<file path="src/rtl/clk_en_nco_pkg.sv">
// clk_en_pkg: shared widths, config request type and increment helper for clk_en_nco.
package clk_en_pkg;
   localparam int CH_IDX_W = 4;
   localparam int MAX_ACC_W = 64;

   typedef struct packed {
      logic [CH_IDX_W-1:0]  ch;
      logic [MAX_ACC_W-1:0] inc;
   } cfg_req_t;

   // f_en = f_ref * inc / 2^acc_w, so inc = f_out * 2^acc_w / f_ref (truncated)
   function automatic longint unsigned inc_from_hz(longint unsigned f_ref, longint unsigned f_out,
                                                   int unsigned acc_w);
      return (f_out << acc_w) / f_ref;
   endfunction
endpackage

</file>
<file path="src/rtl/clk_en_nco_if.sv">
// clk_en_nco_if: valid/ready configuration port of clk_en_nco.
interface clk_en_nco_if
   import clk_en_pkg::*;
#(
   parameter int ACC_W = 32
);
   logic                cfg_valid;
   logic                cfg_ready;
   logic [CH_IDX_W-1:0] cfg_ch;
   logic [ACC_W-1:0]    cfg_inc;
   logic                cfg_err;

   modport master(output cfg_valid, cfg_ch, cfg_inc, input cfg_ready, cfg_err);
   modport slave(input cfg_valid, cfg_ch, cfg_inc, output cfg_ready, cfg_err);
endinterface

</file>
<file path="src/rtl/clk_en_nco_ch.sv">
// clk_en_nco_ch: one phase accumulator producing a registered carry pulse and optional toggle output.
// Square output flop exists only when CLKEN_SQ_OUT_EN is defined.
module clk_en_nco_ch #(
   parameter int               ACC_W   = 32,
   parameter logic [ACC_W-1:0] DEF_INC = '0
) (
   input  logic             refclk,
   input  logic             rst,
   input  logic             apply_now,
   input  logic [ACC_W-1:0] new_inc,
   output logic             carry,
   output logic             idle,
   output logic             en,
   output logic             sq
);
   logic [ACC_W-1:0] acc, inc, sum;

   assign {carry, sum} = {1'b0, acc} + {1'b0, inc};
   assign idle = inc == '0;

   // the wrap cycle still adds the old increment; the new one takes effect after it
   always_ff @(posedge refclk)
      if (rst) begin
         acc <= '0;
         inc <= DEF_INC;
         en  <= 1'b0;
      end else begin
         acc <= sum;
         en  <= carry;
         if (apply_now) inc <= new_inc;
      end

`ifdef CLKEN_SQ_OUT_EN
   always_ff @(posedge refclk) sq <= rst ? 1'b0 : sq ^ carry;
`else
   assign sq = 1'b0;
`endif
endmodule

</file>
<file path="src/rtl/clk_en_nco.sv">
// clk_en_nco: N-channel NCO clock-enable generator with glitch-free runtime reprogramming.
// Define CLKEN_SQ_OUT_EN to enable the per-channel square outputs.
module clk_en_nco
   import clk_en_pkg::*;
#(
   parameter int                      NUM_CH      = 7,
   parameter int                      ACC_W       = 32,
   parameter logic [NUM_CH*ACC_W-1:0] DEFAULT_INC = '0,
   parameter int                      LOCK_CYCLES = 16
) (
   input  logic              refclk,
   input  logic              rst,
   clk_en_nco_if.slave       cfg,
   output logic [NUM_CH-1:0] clk_en,
   output logic [NUM_CH-1:0] clk_sq,
   output logic              locked
);
   localparam int LW = $clog2(LOCK_CYCLES + 1);

   logic                pending, pend_next, accept, in_range, apply;
   logic [CH_IDX_W-1:0] pend_ch;
   logic [ACC_W-1:0]    pend_inc;
   logic [LW-1:0]       lock_cnt;
   logic [NUM_CH-1:0]   apply_v, carry_v, idle_v;

   assign accept    = cfg.cfg_valid & cfg.cfg_ready;
   assign in_range  = {1'b0, cfg.cfg_ch} < (CH_IDX_W + 1)'(NUM_CH);
   assign apply     = |apply_v;
   assign pend_next = (accept & in_range) | (pending & !apply);
   assign locked    = !pending && lock_cnt == LW'(LOCK_CYCLES);

   always_ff @(posedge refclk)
      if (rst) begin
         pending       <= 1'b0;
         pend_ch       <= '0;
         pend_inc      <= '0;
         cfg.cfg_ready <= 1'b0;
         cfg.cfg_err   <= 1'b0;
         lock_cnt      <= '0;
      end else begin
         pending       <= pend_next;
         cfg.cfg_ready <= !pend_next;
         cfg.cfg_err   <= accept & !in_range;
         if (accept & in_range) begin
            pend_ch  <= cfg.cfg_ch;
            pend_inc <= cfg.cfg_inc;
         end
         lock_cnt <= apply ? '0 : lock_cnt + LW'(lock_cnt != LW'(LOCK_CYCLES));
      end

   for (genvar i = 0; i < NUM_CH; i++) begin : g_ch
      // an idle channel never wraps, so it takes the new increment straight away
      assign apply_v[i] = pending & (pend_ch == CH_IDX_W'(i)) & (idle_v[i] | carry_v[i]);
      clk_en_nco_ch #(
         .ACC_W  (ACC_W),
         .DEF_INC(DEFAULT_INC[i*ACC_W+:ACC_W])
      ) u_ch (
         .refclk   (refclk),
         .rst      (rst),
         .apply_now(apply_v[i]),
         .new_inc  (pend_inc),
         .carry    (carry_v[i]),
         .idle     (idle_v[i]),
         .en       (clk_en[i]),
         .sq       (clk_sq[i])
      );
   end
endmodule

</file>
<file path="src/flat_wrapper.sv">
// flat-port wrapper written by rule: the top's interface ports become plain ports
module clk_en_nco_flat import clk_en_pkg::*;
#(
   parameter int                      NUM_CH      = 7,
   parameter int                      ACC_W       = 32,
   parameter logic [NUM_CH*ACC_W-1:0] DEFAULT_INC = '0,
   parameter int                      LOCK_CYCLES = 16
)
  (refclk, rst, clk_en, clk_sq, locked, cfg_cfg_valid, cfg_cfg_ch, cfg_cfg_inc, cfg_cfg_ready, cfg_cfg_err);
  clk_en_nco_if #(.ACC_W(ACC_W)) cfg_i ();
  input  logic refclk;
  input  logic rst;
  output logic [NUM_CH-1:0] clk_en;
  output logic [NUM_CH-1:0] clk_sq;
  output logic locked;
  input wire logic [$bits(cfg_i.cfg_valid)-1:0] cfg_cfg_valid;
  input wire logic [$bits(cfg_i.cfg_ch)-1:0] cfg_cfg_ch;
  input wire logic [$bits(cfg_i.cfg_inc)-1:0] cfg_cfg_inc;
  output wire logic [$bits(cfg_i.cfg_ready)-1:0] cfg_cfg_ready;
  output wire logic [$bits(cfg_i.cfg_err)-1:0] cfg_cfg_err;
  assign cfg_i.cfg_valid = cfg_cfg_valid;
  assign cfg_i.cfg_ch = cfg_cfg_ch;
  assign cfg_i.cfg_inc = cfg_cfg_inc;
  assign cfg_cfg_ready = cfg_i.cfg_ready;
  assign cfg_cfg_err = cfg_i.cfg_err;
  clk_en_nco #(.NUM_CH(NUM_CH), .ACC_W(ACC_W), .DEFAULT_INC(DEFAULT_INC), .LOCK_CYCLES(LOCK_CYCLES)) u_core (.refclk(refclk), .rst(rst), .cfg(cfg_i), .clk_en(clk_en), .clk_sq(clk_sq), .locked(locked));
endmodule
</file>
<file path="config.mk">
export PLATFORM = sky130hd
export DESIGN_NAME = clk_en_nco_flat
export DESIGN_NICKNAME = d
export VERILOG_FILES = /design/src/rtl/clk_en_nco_pkg.sv /design/src/rtl/clk_en_nco_if.sv /design/src/rtl/clk_en_nco_ch.sv /design/src/rtl/clk_en_nco.sv /design/src/flat_wrapper.sv
export SDC_FILE = /design/constraint.sdc
export NUM_CORES = 1
export LEC_CHECK = 0
export BUFFER_PORTS_ARGS = -buffer_cell sky130_fd_sc_hd__buf_2
export CORE_ASPECT_RATIO = 2
export CORE_UTILIZATION = 30
export DETAILED_ROUTE_END_ITERATION = 10
export GPL_TIMING_DRIVEN = 0
export PLACE_DENSITY = 0.54
export SETUP_SLACK_MARGIN = 0.2
export SLEW_MARGIN = 15
export SYNTH_ARGS = -nofsm -noshare
export SYNTH_HDL_FRONTEND = slang
export SYNTH_SLANG_ARGS = --single-unit
</file>
<file path="constraint.sdc">
create_clock -name refclk -period 6.6 [get_ports refclk]
set_clock_uncertainty 0.05 [all_clocks]
set_input_delay 1.32 -clock refclk [delete_from_list [all_inputs] [get_ports refclk]]
set_output_delay 1.32 -clock refclk [all_outputs]
set_load 0.03 [all_outputs]
</file>
==> flow_summary.ini <==
[placed_design]
dp.cells = 4245
gp_congestion = 0.8699
dp_hpwl_um = 64010
portBuffers = 48

[sta]
tightestPinTransition_ps = 1252
layout_min_cycle_time_ps = 4072
fmax_mhz = 245.6
fin_crit_sh = 0.6170
rsz0062_at_grt = false
hold_viol = 0
tns_ps = 0
setup_viol = 0
hold-worst-slack_ps = 431.6
drv_slew = 0
relSlewSlack = 0.1653

[detailed_routing]
wl_per_cell_um = 19.75
drtAntennaViolNets = 0
drtIter0Drc = 989
avgViaCountPerCell = 5.143
drc_errors = 0
drt-pass1-iter-count = 5
wl_um = 85530
vias = 22270

[critical_path]
path_max_fanout = 7
cp-start-kind = flop
crit_arrival_ps = 4560
cp-end-kind = flop
cp.required_ps = 7090
crit_start = u_core.g_ch[1].u_ch.inc[0]
r2r_start = u_core.g_ch[1].u_ch.inc[0]
criticalPathCategory = reg2reg

[global_route]
antenna_found_initial = 3
grt_overflow = 0
grt_pass1_vias = 22440
grt_start_max_net_pins = 15
grt_pass1_wl_um = 129400
grtUsageTotal = 0.1891

[cts]
clk_latency_ps = 600
cts-root-buf = clkbuf_16
numCtsBuffers = 48
clk_pin_slew_ps = 70
ctsHoldBuffers = 0
cts_max_level = 2
cts_resized = 0
cts_sinks = 499
cts_tree = built
cts_setup_buffers = 0
clk_path_buf_depth = 3

[synthesis]
synth-seq-cells = 499
synth_area_um2 = 26680
yosys.area.top_type_share = 0.3744
syn_inst = 3021
synth_top_cell_by_area = dfxtp_1
async_flop_share = 0
synth_seq_area_share = 0.3744
synth.area.top_cells = dfxtp_1 37%, ha_1 11%, mux2i_1 8.4%
synth_edf_count = 0
netlist-cell-type-count = 81
yosys_warnings = 0
syn_avg_cell_area_um2 = 8.831
ys.flop_type = dfxtp_1

[layout]
layout-drive-gt1-share = 0.06108
final_common_cell = dfxtp_1
fin_cells = 4330
final_nets = 3397
n_antenna_cell = 0
most-common-layout-cells = 499 x dfxtp_1, 497 x nor2_1, 226 x ha_1
synthToLayoutAreaGrowth_pct = 12.70
post-route-util = 0.3414

[pwr]
ir_drop_uv = 270.3
internal-power_w = 0.004785
comb_power_share = 0.037
p_leak_nw = 13.15
p_seq_frac = 0.484
power_density_nw_per_um2 = 208.1
p_total_w = 0.006258
clock_power_share = 0.479
p_sw_w = 0.001472
switching_share = 0.2353

[worst_hold_path]
min_path_type = reg2reg
min_from = u_core.pend_ch[2]

[die]
dieArea_um2 = 90200
ios = 56
die_w_um = 212.9
start_util = 0.3030
num_rows = 154
die_h_um = 423.7
core_um2 = 88060

[flow_run]
max_cap_violations = 0

[run_status]
status = finished clean
critical path, stage by stage, from the launching register on:
cell and delay (ps):
dfxtp_1 330, ha_1 220, fa_1 450, a211oi_1 390, o21ai_1 170, o211ai_1 220
nand3_1 160, a221oi_1 520, nor2_1 150, a31o_1 200, clkbuf_1 220, nor2b_1 630
and4_1 290
layout make-up:
cell class | count | area, µm²
Buffer | 152 | 694.4
Inverter | 31 | 116.4
Tap cell | 1170 | 1464
Clock inverter | 16 | 211.5
Clock buffer | 69 | 1441
Sequential cell | 499 | 9990
Fill cell | 9183 | 57990
Multi-Input combinational cell | 2345 | 15910
Timing Repair Buffer | 48 | 240.2
metal layers:
layer / vias to the layer above / global-route usage / part of all wire
li1: 10970 / - / -
met1: 10720 / 0.1925 / 0.37
met2: 405 / 0.3728 / 0.55
met3: 164 / 0.01865 / 0.032
met4: 4 / 0.09125 / 0.049
met5: - / 0 / 0.00035
power by group through the flow:
stage,Sequential (W),Combinational (W),Clock [W]
2_1_floorplan,0.00310,0.000116,0
3_3_place_gp,0.00310,0.000229,0
3_5_place_dp,0.00310,0.000229,0
4_1_cts,0.00303,0.000230,0.00306
5_1_grt,0.00303,0.000242,0.00316
6_report,0.00303,0.000229,0.00300
path summary, 6_finish.rpt:
path	to	slack [ps]	cells after the start
min	u_core.pend_ch[2]	430	2
min reg2reg	u_core.pend_ch[2]	430	2
max	u_core.lock_cnt[2]	2530	12
max reg2reg	u_core.lock_cnt[2]	2530	12
synthesized netlist by cell type, types with 25 or more instances:
master      n
dfxtp_1   499
nor2_1    497
ha_1      226
mux2i_1   225
a21oi_1   213
nand2_1   185
clkbuf_1  111
a21o_1    104
xor2_1     92
o21ai_0    89
xnor2_1    89
nor4_1     65
nor3_1     48
nand3_1    46
a211oi_1   38
o21a_1     37
nor2b_1    36
and3_1     32
nand4_1    31
inv_1      30
o21bai_1   30
a31oi_1    25
stage by stage:
stage	setup slack, ps	area, µm²
5_1_grt	2304	30070
2_1_floorplan	3565	26700
6_report	2528	30070
3_5_place_dp	2148	28410
3_3_place_gp	1385	28410
4_1_cts	2528	30070
flip-flops by register name, summed over array words and instances (netlist names):
signal and cells:
u_core.pend_ch 4, u_core.pend_inc 32, u_core.g_ch.u_ch.en 7, u_core.cfg.cfg_err 1, u_core.lock_cnt 5, u_core.pending 1, u_core.g_ch.u_ch.inc 224, u_core.cfg.cfg_ready 1
u_core.g_ch.u_ch.acc 224
logic make-up after synthesis:
family	Yosys count	share of synthesized area
xor+xnor	181	0.05942
fa+ha+maj	233	0.1112
simple gates	1015	0.1716
compound gates	681	0.1673
mux	228	0.08568
flops	499	0.3744
buf+inv	183	0.03011
other cells	1	0.0001406
Power figures use the tool's default switching activity.
